==> src/rtl/cla_pkg.sv <==
// Shared definitions for the carry-look-ahead adder.
// - CLA_WIDTH / CLA_GROUP : default operand width and lookahead group size.
// - LA_MAX                : widest lookahead span the helper supports.
// - lookahead()           : carry into position i+1 as a flat sum of products
//                           of generate/propagate terms, no chained carries.
package cla_pkg;

  localparam int CLA_WIDTH = 4;
  localparam int CLA_GROUP = 4;
  localparam int LA_MAX    = 64;
  localparam int LA_IW     = $clog2(LA_MAX);

  // c[i+1] = c0&p[0]&..&p[i] | g[0]&p[1]&..&p[i] | ... | g[i].
  // Each product term is built independently, so the result is a two-level
  // AND-OR of the inputs rather than a ripple through lower carries.
  function automatic logic lookahead(input logic [LA_MAX-1:0] p,
                                     input logic [LA_MAX-1:0] g,
                                     input logic              c0,
                                     input int                i);
    logic res;
    logic prod;
    res = 1'b0;
    for (int k = -1; k <= i; k++) begin
      if (k < 0) prod = c0;
      else       prod = g[LA_IW'(k)];
      for (int m = k + 1; m <= i; m++) prod = prod & p[LA_IW'(m)];
      res = res | prod;
    end
    return res;
  endfunction

endpackage

==> src/rtl/cla_group.sv <==
// One GROUP-bit lookahead slice.
// Ports:
//   a, b : operand bits of this slice
//   ci   : carry into the slice (from the second-level lookahead)
//   s    : slice sum bits
//   pg   : slice propagate (AND of all bit propagates)
//   gg   : slice generate (carry out of the slice when ci = 0)
module cla_group
  import cla_pkg::*;
#(
  parameter int GROUP = CLA_GROUP
) (
  input  logic [GROUP-1:0] a,
  input  logic [GROUP-1:0] b,
  input  logic             ci,
  output logic [GROUP-1:0] s,
  output logic             pg,
  output logic             gg
);

  logic [GROUP-1:0]  p;
  logic [GROUP-1:0]  g;
  logic [GROUP-1:0]  c;
  logic [LA_MAX-1:0] pw;
  logic [LA_MAX-1:0] gw;

  assign p = a ^ b;
  assign g = a & b;

  // Group P/G depend only on a and b; keeping them apart from the carry
  // block keeps the top-level carry path free of false loops.
  always_comb begin
    pw = '0;
    gw = '0;
    pw[GROUP-1:0] = p;
    gw[GROUP-1:0] = g;
    pg = &p;
    gg = lookahead(pw, gw, 1'b0, GROUP - 1);
  end

  always_comb begin
    c    = '0;
    c[0] = ci;
    for (int i = 0; i < GROUP - 1; i++) c[i+1] = lookahead(pw, gw, ci, i);
    s = p ^ c;
  end

endmodule

==> src/rtl/cla.sv <==
// Carry-look-ahead adder: s = ain + bin + cin with two-level lookahead.
// Ports:
//   clk, rst     : clock (rising edge) and asynchronous active-high reset
//   ain, bin     : unsigned operands
//   cin          : carry in
//   s, cout      : combinational sum (mod 2^WIDTH) and carry out
//   pg, gg       : combinational whole-word propagate / generate
//   s_q, cout_q  : s and cout registered one cycle, cleared by rst
module cla
  import cla_pkg::*;
#(
  parameter int WIDTH = CLA_WIDTH,
  parameter int GROUP = CLA_GROUP
) (
  input  logic             clk,
  input  logic             rst,
  input  logic [WIDTH-1:0] ain,
  input  logic [WIDTH-1:0] bin,
  input  logic             cin,
  output logic [WIDTH-1:0] s,
  output logic             cout,
  output logic             pg,
  output logic             gg,
  output logic [WIDTH-1:0] s_q,
  output logic             cout_q
);

  localparam int NG = WIDTH / GROUP;

  if ((WIDTH % GROUP) != 0) begin : g_bad_width
    $error("cla: WIDTH (%0d) must be a multiple of GROUP (%0d)", WIDTH, GROUP);
  end
  if (GROUP > LA_MAX || NG > LA_MAX) begin : g_bad_span
    $error("cla: lookahead span exceeds %0d", LA_MAX);
  end

  logic [NG-1:0]     gp;
  logic [NG-1:0]     ggv;
  logic [NG:0]       gc;
  logic [LA_MAX-1:0] pw;
  logic [LA_MAX-1:0] gw;

  for (genvar k = 0; k < NG; k++) begin : g_slice
    cla_group #(.GROUP(GROUP)) u_grp (
      .a  (ain[k*GROUP +: GROUP]),
      .b  (bin[k*GROUP +: GROUP]),
      .ci (gc[k]),
      .s  (s[k*GROUP +: GROUP]),
      .pg (gp[k]),
      .gg (ggv[k])
    );
  end

  // Second-level lookahead over the slice P/G terms.
  always_comb begin
    pw = '0;
    gw = '0;
    pw[NG-1:0] = gp;
    gw[NG-1:0] = ggv;
    pg = &gp;
    gg = lookahead(pw, gw, 1'b0, NG - 1);
  end

  always_comb begin
    gc    = '0;
    gc[0] = cin;
    for (int i = 0; i < NG; i++) gc[i+1] = lookahead(pw, gw, cin, i);
  end

  assign cout = gc[NG];

  // Stage p1: registered copy of the combinational result.
  always_ff @(posedge clk or posedge rst) begin
    if (rst) begin
      s_q    <= '0;
      cout_q <= 1'b0;
    end else begin
      s_q    <= s;
      cout_q <= cout;
    end
  end

endmodule

==> config.mk <==
export PLATFORM = sky130hd
export DESIGN_NAME = cla
export DESIGN_NICKNAME = d
export VERILOG_FILES = /design/src/rtl/cla_pkg.sv /design/src/rtl/cla_group.sv /design/src/rtl/cla.sv
export SDC_FILE = /design/constraint.sdc
export NUM_CORES = 1
export LEC_CHECK = 0
export ABC_AREA = 1
export BUFFER_PORTS_ARGS = -buffer_cell sky130_fd_sc_hd__buf_2
export CORE_AREA = 10 10 47 49
export CTS_CLUSTER_DIAMETER = 120
export DETAILED_ROUTE_END_ITERATION = 10
export DIE_AREA = 0 0 57 59
export GPL_ROUTABILITY_DRIVEN = 0
export GPL_TIMING_DRIVEN = 0
export PLACE_DENSITY_LB_ADDON = 0.15
export SLEW_MARGIN = 10
export SYNTH_ARGS = -nofsm -noshare
export SYNTH_HDL_FRONTEND = slang
export SYNTH_SLANG_ARGS = --single-unit
==> constraint.sdc <==
create_clock -name clk -period 4.4 [get_ports clk]
set_clock_uncertainty 0.2 [all_clocks]
set_input_delay 0.88 -clock clk [delete_from_list [all_inputs] [get_ports clk]]
set_output_delay 0.88 -clock clk [all_outputs]
set_load 0.01 [all_outputs]
; ---- Word-level counts from Yosys, hierarchy flattened
; Cells that the tools add are included.
[totals]
ff_bits = 5
[op_classes]
bitwise_logic = 23
n_reduce_logical = 1
[ops]
columns = cell, count
row1 = 1-bit bitwise AND, 10
row2 = 1-bit OR, 10
row3 = 4-bit XOR, 2
row4 = 4-bit bitwise AND, 1
row5 = 4-bit AND reduction, 1

; ---- Longest topological paths before layout
; Gate-level depths: netlist of run 1.
[logic_depth]
word_depth = 8
depth_mapped = 7
mapped_depth_nobuf = 7

; ---- Modules after synthesis
; From an unflattened synthesis of run 1, not the netlist that was laid out.
[unflattened]
cells_unflattened = 39
hier_area_um2 = 341.6
[by_module_without_submodules]
columns = mod, n_inst, cells_per_inst, area_per_inst_um2
row1 = cla_group, 1, 30, 201.4
row2 = cla, 1, 9, 140.1

; ---- Worst setup path before layout of run 1
; No wires, ideal clock.
[synth_path]
kind = input to output
from = input ain[2]
to = output cout
arrival_time_ns = 1.764
setup_slack_ns = 1.556
path_stages = 6
n_path_buf = 1
cell_sequence = ha_1 buf_2 nand2_1 nor2_1 nand2_1 nand4_1
[synth_lines]
columns = element, line
row1 = from (decl), cla.sv:17  ; input logic [WIDTH-1:0] ain,
row2 = 4-bit XOR, cla_group.sv:27  ; assign p = a ^ b;
row3 = 4-bit AND reduction, cla_group.sv:37  ; pg = &p;
row4 = net pg, cla.sv:22  ; output logic pg,
row5 = 1-bit bitwise AND, cla_pkg.sv:26  ; for (int m = k + 1; m <= i; m++) prod = prod & p[LA_IW'(m)];
row6 = 1-bit OR, cla_pkg.sv:27  ; res = res | prod;
row7 = to (decl), cla.sv:21  ; output logic cout,
; The timed path passes the listed nets, and every way through them passes these cells.

; ---- Worst setup path after layout of run 1
[layout_path]
from = input ain[0]
to = output s[3]
[layout_via]
elab_chain_cells = 8
[layout_rtl]
columns = element, line
row1 = 4-bit XOR, cla_group.sv:27
row2 = 1-bit bitwise AND (3 in a row), cla_pkg.sv:26
row3 = 1-bit OR (*) (3 in a row), cla_pkg.sv:27
row4 = 4-bit XOR (*), cla_group.sv:45  ; s = p ^ c;
row5 = to (decl), cla.sv:20  ; output logic [WIDTH-1:0] s,
; Mark *: on every way between the ends. The rest lies on a longest branch, timed or not.

==> impl_metrics.json, run 1 <==
{
  "end_kind": "primary output",
  "dp_slack_ps": 1290,
  "synth-edff-count": 0,
  "p_leak_nw": 0.286,
  "crit_top_cell": "nand2_1",
  "viasPerCell": 4.04,
  "antenna_found_initial": 0,
  "synthCells": 39,
  "grt_overflow": 0,
  "hold_buffers": 0,
  "async_flop_share_pct": 100,
  "grt_max_degree": 8,
  "fin_nets": 83,
  "cts_resized": 0,
  "status": "finished clean",
  "yosysMostFrequentCell": "nand2_1",
  "timing.hold.ws_ps": 329,
  "cts_buffers": 3,
  "period_share_pct": 70.5,
  "max_slew_margin_pct": 87.3,
  "die_area_sq_mm": 0.00336,
  "finalWirelength_microns": 824,
  "syn_area_sq_um": 337,
  "startpoint_type": "input port",
  "wl_met3_microns": 69,
  "yosysWarnings": 0,
  "clock_path_buffers": 2,
  "synthFlopType": "dfrtp_1",
  "yosys.area.top_type": "dfrtp_1",
  "num_antenna_cells": 0,
  "timing.setup.tns_ps": 0,
  "synth_area_leaders": "dfrtp_1 (37%), ha_1 (19%), nand2_1 (12%)",
  "ant_nets": 0,
  "fmax_mhz": 323,
  "critPathMaxFanout": 2,
  "vias": 327,
  "syn_area_per_cell_sq_um": 8.63,
  "powerDensity_mw_per_mm2": 331,
  "dr_wl_met2_microns": 408,
  "clock_sinks": 5,
  "cp.required_ps": 3320,
  "fin_cells": 81,
  "grt_pass1_wl_microns": 1350,
  "drive_above_1_share_pct": 40.0,
  "grt_pass1_vias": 342,
  "yosysUniqueCellTypes": 10,
  "rows": 14,
  "wl_per_cell_microns": 10.2,
  "synth-seq-cells": 5,
  "die_w_microns": 57,
  "root_buffer": "clkbuf_4",
  "cts_tree": "built",
  "period_minus_slack_ps": 3100,
  "dpl-instance-area_sq_um": 467,
  "hpwl_microns": 760,
  "ir_drop_uv": 89.3,
  "synth_top_cell_area_share_pct": 37.2,
  "path_class": "input port to primary output",
  "worst_pin_slew_ps": 191,
  "route.detailed.drc": 0,
  "hp-class": "input port to asynchronous set/reset pin",
  "core_sq_mm": 0.00140,
  "rsz0062_at_grt": "no",
  "final-setup-viol-count": 0,
  "drt-initial-drc-count": 2,
  "track_usage_pct": 5.17,
  "finalHoldViolations": 0,
  "met1Wirelength_microns": 341,
  "routed.top_layer": "met4",
  "first_pass_iters": 3,
  "htree_levels": 1,
  "critPathArrivalTime_ps": 2020,
  "syn_nets": 56,
  "ys_top_cells_by_count": "nand2_1 (11), nand3_1 (6), dfrtp_1 (5), ha_1 (5), inv_1 (5)",
  "syn_to_final_growth_pct": 46.5,
  "final-max-slew-violation-count": 0,
  "fin_ws_ps": 1300,
  "seq_area_frac_synth_pct": 37.2,
  "power_uw": 163,
  "maxCapViolCount": 0,
  "fin_area_sq_um": 493,
  "num-fill-cells": 161,
  "dp_cells": 77,
  "io_pins": 23,
  "max_stage_delay_ps": 300,
  "cts_setup_buffers": 0,
  "clk_pin_slew_ps": 40,
  "worstPathCellList": "buf_2 > ha_1 > ha_1 > nand2_1 > nand3_1 > nand2_1 > nand3_1 > nand2_1 > buf_2",
  "cp_slowest_cell": "ha_1",
  "portBuffers": 22,
  "floorplan.die.height_microns": 59,
  "start_util_pct": 24.0,
  "post-route-util_pct": 35.2
}
[cell type report]
type	instances	area, sq um	share of cell area, %
Sequential cell	5	125	25.4
Clock buffer	4	26.3	5.33
Timing Repair Buffer	22	110	22.3
Inverter	5	18.8	3.81
Multi-Input combinational cell	28	188	38.1
Buffer	1	5.00	1.02
Tap cell	16	20.0	4.06
[how the worst max path moves through the flow]
| stage | startpoint | endpoint | slack (ps) | cells after the start |
|---|---|---|---|---|
| 2_1_floorplan | ain[2] | cout | 1560 | 6 |
| 3_3_place_gp | ain[0] | s[3] | 1290 | 9 |
| 3_5_place_dp | ain[0] | s[3] | 1290 | 9 |
| 4_1_cts | ain[0] | s[3] | 1280 | 9 |
| 5_1_grt | ain[0] | s[2] | 1160 | 7 |
| 6_report | ain[0] | s[3] | 1300 | 9 |
[sequential cells by signal, summed over array words and instances, names as in the netlist]
name    cells
cout_q      1
s_q         4
[routing by layer]
metal | GRT usage, % | vias up
li1 | - | 177
met1 | 4.58 | 136
met2 | 8.37 | 12
met3 | 2.58 | 2
met4 | 5.03 | 0
met5 | 0 | -
[worst max-delay path, delay by kind of cell]
family | cells | cell delay, ps
AND/OR/NAND/NOR | 5 | 380
buffers and inverters | 2 | 250
adder cells (fa/ha/maj) | 2 | 510
[layout by cell type, fill, tap and decap left out]
cell type / instances
nand4_1: 2
nand3_1: 6
ha_1: 5
xor2_1: 2
clkbuf_4: 3
fa_1: 1
dfrtp_1: 5
buf_2: 23
nor2_1: 1
nand2_1: 11
inv_1: 5
clkbuf_1: 1
[cell families (layout without fill, tap and decap cells)]
| kind of cell | Yosys count | in the layout | synth area share, % |
|---|---|---|---|
| and+or+nand+nor | 20 | 20 | 26.0 |
| adders and majority gates | 6 | 6 | 24.5 |
| buffers and inverters | 6 | 32 | 7.06 |
| DFF | 5 | 5 | 37.2 |
| xor gates and xnor gates | 2 | 2 | 5.21 |
[power breakdown]
group	internal, mW	switching [mW]
Sequential	0.0537	0.00131
Combinational	0.0245	0.0330
Clock	0.0341	0.0164
No activity file was read; power rests on OpenSTA's default activity.
==> inputs of run 2 (changes only) <==
- ABC_AREA: 1 -> 0
- clock period: 4.4 -> 2.7 ns (I/O delays scaled with it)
==> run 2 against run 1 <==
Against the previous run:
- first-iteration DRC count increased by 50%
- final cell count fell by 14%
- synthesized area down 8.6%
- cell area is 3.8% lower
- flip-flop and latch count unchanged
- largest power group unchanged
- via count is 8.6% lower
- clock-buffer cell count did not move
- global-route usage about the same
==> impl_metrics.json, run 2 <==
{
  "timing.hold.ws_ps": 401,
  "htree_levels": 1,
  "clock_path_buffers": 2,
  "most-common-layout-cells": "buf_2 (22), ha_1 (5), dfrtp_1 (5)",
  "max_stage_delay_ps": 300,
  "cts_setup_buffers": 0,
  "seq_area_frac_synth_pct": 40.7,
  "finalWirelength_microns": 839,
  "drive_above_1_share_pct": 51.9,
  "wl_per_cell_microns": 12.0,
  "power_uw": 271,
  "synthFlopType": "dfrtp_1",
  "root_buffer": "clkbuf_4",
  "route.detailed.drc": 0,
  "synthCells": 27,
  "core_sq_mm": 0.00140,
  "clk_pin_slew_ps": 40,
  "hp-class": "input port to register",
  "ys_top_cells_by_count": "dfrtp_1 (5), ha_1 (5), a21oi_1 (3), nand2_1 (2), xor2_1 (2)",
  "syn_area_sq_um": 308,
  "grt_pass1_vias": 305,
  "yosysUniqueCellTypes": 15,
  "top_register": "s_q",
  "synth-edff-count": 0,
  "max_slew_margin_pct": 88.2,
  "p_leak_nw": 0.259,
  "finalHoldViolations": 0,
  "worstPathCellList": "buf_2 > ha_1 > ha_1 > o21a_1 > nor2_1 > xnor2_1 > buf_2",
  "synth_area_leaders": "dfrtp_1 (41%), ha_1 (20%), fa_1 (6.5%)",
  "floorplan.die.height_microns": 59,
  "critPathArrivalTime_ps": 1760,
  "cp_slowest_cell": "ha_1",
  "period_minus_slack_ps": 2500,
  "clock_sinks": 5,
  "dpl-instance-area_sq_um": 438,
  "cts_tree": "built",
  "period_share_pct": 92.5,
  "maxCapViolCount": 0,
  "vias": 299,
  "final_common_cell": "buf_2",
  "rows": 14,
  "fin_nets": 72,
  "endpoint": "s[2]",
  "yosysWarnings": 0,
  "syn_nets": 44,
  "io_pins": 23,
  "grt_overflow": 0,
  "ant_nets": 0,
  "viasPerCell": 4.27,
  "syn_to_final_growth_pct": 54.1,
  "final-max-slew-violation-count": 0,
  "die_area_sq_mm": 0.00336,
  "rsz0062_at_grt": "no",
  "cp.required_ps": 1960,
  "path_class": "input port to primary output",
  "timing.setup.tns_ps": 0,
  "top_regs": "s_q: 4 flops, cout_q: 1 flops",
  "critPathMaxFanout": 2,
  "num_antenna_cells": 0,
  "grt_pass1_wl_microns": 1310,
  "fin_area_sq_um": 474,
  "final-setup-viol-count": 0,
  "portBuffers": 22,
  "cts_buffers": 3,
  "track_usage_pct": 5.20,
  "fmax_mhz": 400,
  "synth_top_cell_area_share_pct": 40.7,
  "first_pass_iters": 4,
  "startpoint": "ain[0]",
  "powerDensity_mw_per_mm2": 572,
  "yosys.area.top_type": "dfrtp_1",
  "syn_area_per_cell_sq_um": 11.4,
  "antenna_found_initial": 0,
  "synth-seq-cells": 5,
  "async_flop_share_pct": 100,
  "ir_drop_uv": 137,
  "grt_max_degree": 6,
  "largest_register_ffs": 4,
  "start_util_pct": 22.0,
  "post-route-util_pct": 33.8,
  "drt-initial-drc-count": 3,
  "end_kind": "primary output",
  "worst_pin_slew_ps": 175,
  "status": "finished clean",
  "die_w_microns": 57,
  "startpoint_type": "input port"
}
[run 2: cell types whose count changed after synthesis, sizes merged]
cell    before  now
o211ai       0    1
nand2       11    3
xnor2        0    1
nand3        6    0
o21a         0    1
buf          1    0
nand4        2    0
a21o         0    1
o21ai        0    1
a21oi        0    3
nor2         1    2
inv          5    1
[run 2: metal layers]
layer / GRT usage [%] / wire length (microns) / up-vias
li1: - / - / 147
met1: 3.96 / 287 / 140
met2: 9.15 / 478 / 10
met3: 2.79 / 68 / 2
met4: 5.03 / 4 / 0
met5: 0 / 0 / -
[run 2: worst max-delay path, delay by kind of cell]
| family | cells | cell delay (ps) |
|---|---|---|
| adder cells (fa/ha/maj) | 2 | 500 |
| AO/OA/AOI/OAI | 1 | 170 |
| buffers and inverters | 2 | 290 |
| XOR/XNOR | 1 | 150 |
| AND/OR/NAND/NOR | 1 | 110 |
[run 2: what timing repair did]
action | 4_1_cts | 5_1_grt
resized for setup | 0 | 0
endpoints found under the hold margin | 5 | 0
hold buffers | 1 | 0
[run 2: area by class of cell]
class / instances / area [sq um]
sequential: 5 / 125
fill: 160 / 927
timing repair buffer: 23 / 120
multi-input combinational: 21 / 179
clock buffer: 4 / 26.3
inverter: 1 / 3.75
tap: 16 / 20.0
[run 2: worst min-delay path by stage]
stage | from | end | slack [ps] | cells after the start
floorplan | rst | cout_q | 120 | 1
global placement | rst | s_q[2] | 240 | 2
detailed placement | rst | s_q[2] | 240 | 2
CTS | cin | cout_q | 400 | 2
global route | bin[0] | s_q[0] | 410 | 2
finish | cin | cout_q | 400 | 2
[run 2: cell families after synthesis]
kind of cell / after synthesis / share of synthesized area (%)
AOI/OAI and AO/OA: 7 / 15.0
xor gates and xnor gates: 3 / 8.54
adders and majority gates: 6 / 26.8
buffers and inverters: 1 / 1.22
DFF: 5 / 40.7
and+or+nand+nor: 5 / 7.73
[run 2: through the flow]
stage | instances | worst slack, ps
final | 70 | 202
after global routing | 70 | 130
after CTS | 70 | 180
after detailed placement | 65 | 184
after global placement | 65 | 186
after floorplan | 27 | 471
[run 2: power by group]
group          internal (mW)  switching (mW)  leakage (nW)
sequential            0.0883         0.00296        0.0587
clock                 0.0557          0.0275        0.0150
combinational         0.0428          0.0537         0.185
total                  0.187          0.0842         0.259
==> inputs of run 3 (changes only) <==
- clock period: 2.7 -> 2.18 ns (I/O delays scaled with it)
==> run 3 against run 2 <==
Against the previous run:
- global-route usage up 0.17 points
- sequential share of layout area down 3.4 points
- critical path type unchanged
- critical endpoint unchanged
- die area unchanged
- combinational power up 44%
==> impl_metrics.json, run 3 (synthesis gave the netlist of run 2 again) <==
{
  "status": "finished clean",
  "wl_per_cell_microns": 12.5,
  "fmax_mhz": 465,
  "clock_path_buffers": 2,
  "grt_pass1_vias": 307,
  "path_class": "input port to primary output",
  "startpoint_type": "input port",
  "p_leak_nw": 0.281,
  "grt_max_degree": 6,
  "die_w_microns": 57,
  "floorplan.die.height_microns": 59,
  "htree_levels": 1,
  "seq_area_sq_um": 125,
  "ir_drop_uv": 174,
  "viasPerCell": 4.22,
  "finalHoldViolations": 0,
  "fin_area_sq_um": 546,
  "drive_above_1_share_pct": 59.6,
  "end_kind": "primary output",
  "max_slew_margin_pct": 88.2,
  "finalWirelength_microns": 910,
  "most-common-layout-cells": "buf_2 (20), dfrtp_1 (5), ha_1 (3), clkbuf_4 (3), buf_4 (3)",
  "drt-initial-drc-count": 0,
  "period_share_pct": 98.6,
  "hold_depth": 2,
  "first_pass_iters": 1,
  "clk_pin_slew_ps": 40,
  "top_regs": "s_q: 4 flops, cout_q: 1 flops",
  "grt_overflow": 0,
  "core_sq_mm": 0.00140,
  "largest_register_ffs": 4,
  "clock_sinks": 5,
  "final-setup-viol-count": 0,
  "power_uw": 356,
  "period_minus_slack_ps": 2150,
  "powerDensity_mw_per_mm2": 652,
  "hold_start": "cin",
  "root_buffer": "clkbuf_4",
  "final-max-slew-violation-count": 0,
  "io_pins": 23,
  "hold_path_end": "cout_q",
  "maxCapViolCount": 0,
  "post-route-util_pct": 38.9,
  "antenna_found_initial": 0,
  "cts_tree": "built",
  "portBuffers": 22,
  "final_common_cell": "buf_2",
  "dpl-instance-area_sq_um": 438,
  "route.detailed.drc": 0,
  "worst_pin_slew_ps": 175,
  "vias": 308,
  "die_area_sq_mm": 0.00336,
  "cts_buffers": 3,
  "start_util_pct": 22.0,
  "track_usage_pct": 5.38,
  "critPathMaxFanout": 2,
  "num-fill-cells": 155,
  "rsz0062_at_grt": "yes",
  "top_register": "s_q",
  "grt_pass1_wl_microns": 1370,
  "critPathArrivalTime_ps": 1510,
  "fin_nets": 75,
  "multi_input_area_sq_um": 208,
  "num_antenna_cells": 0,
  "hp-class": "input port to register",
  "ant_nets": 0,
  "syn_to_final_growth_pct": 77.2,
  "rows": 14,
  "cp.required_ps": 1540
}
## run 3: cell types whose count changed in the layout (fill, tap and decap cells not counted), moves of 2 or more
| cell | change |
|---|---|
| buf_2 | -2 |
| ha_4 | +2 |
| buf_8 | +2 |
| buf_4 | +3 |
| ha_1 | -2 |
## run 3: what timing repair did
| item | CTS | global route |
|---|---|---|
| endpoints found under the hold margin | 5 | 0 |
| hold buffers | 1 | 0 |
| pin swaps | 5 | 6 |
| setup buffers | 1 | 2 |
| setup endpoints to repair | 2 | 3 |
| gates resized for setup | 8 | 2 |
| gates cloned | 0 | 0 |
## run 3: where the power goes
group / internal [mW] / switching (mW)
sequential: 0.109 / 0.00367
combinational: 0.0673 / 0.0717
clock: 0.0690 / 0.0345
total: 0.246 / 0.110
## run 3: worst max-delay path by stage
stage	cells after the start	startpoint	to
6_report	7	ain[0]	s[2]
5_1_grt	7	ain[0]	s[2]
4_1_cts	7	bin[0]	s[2]
3_5_place_dp	7	ain[0]	s[2]
3_3_place_gp	7	ain[0]	s[2]
2_1_floorplan	5	ain[0]	s[3]
## run 3: through the flow
step / std cells / setup TNS, ps / hold slack, ps / setup WS, ps
floorplan: 27 / 0 / 14.5 / 159
global placement: 65 / -224 / 136 / -126
detailed placement: 65 / -245 / 135 / -128
CTS: 71 / -19.3 / 287 / -19.3
global route: 73 / -12.5 / 348 / -12.5
finish: 73 / 0 / 336 / 31.0
## run 3: worst max-delay path, cell delays in order
cell and delay [ps]:
buf_8 100, ha_4 240, ha_4 150, o21a_1 160, nor2_1 110, xnor2_1 150, buf_2 160
## run 3: layer usage
| metal | up-vias | track usage, % | share of wire, % |
|---|---|---|---|
| li1 | 155 | - | - |
| met1 | 141 | 4.44 | 35 |
| met2 | 10 | 9.15 | 56 |
| met3 | 2 | 2.79 | 7.8 |
| met4 | 0 | 5.03 | 0.44 |
| met5 | - | 0 | 0 |
## run 3: area by class of cell
| type | count | area share [%] |
|---|---|---|
| repair buffers | 26 | 29.8 |
| inverters | 1 | 0.688 |
| flip-flops and latches | 5 | 22.9 |
| well taps | 16 | 3.67 |
| multi-input cells | 21 | 38.1 |
| clock buffers | 4 | 4.82 |
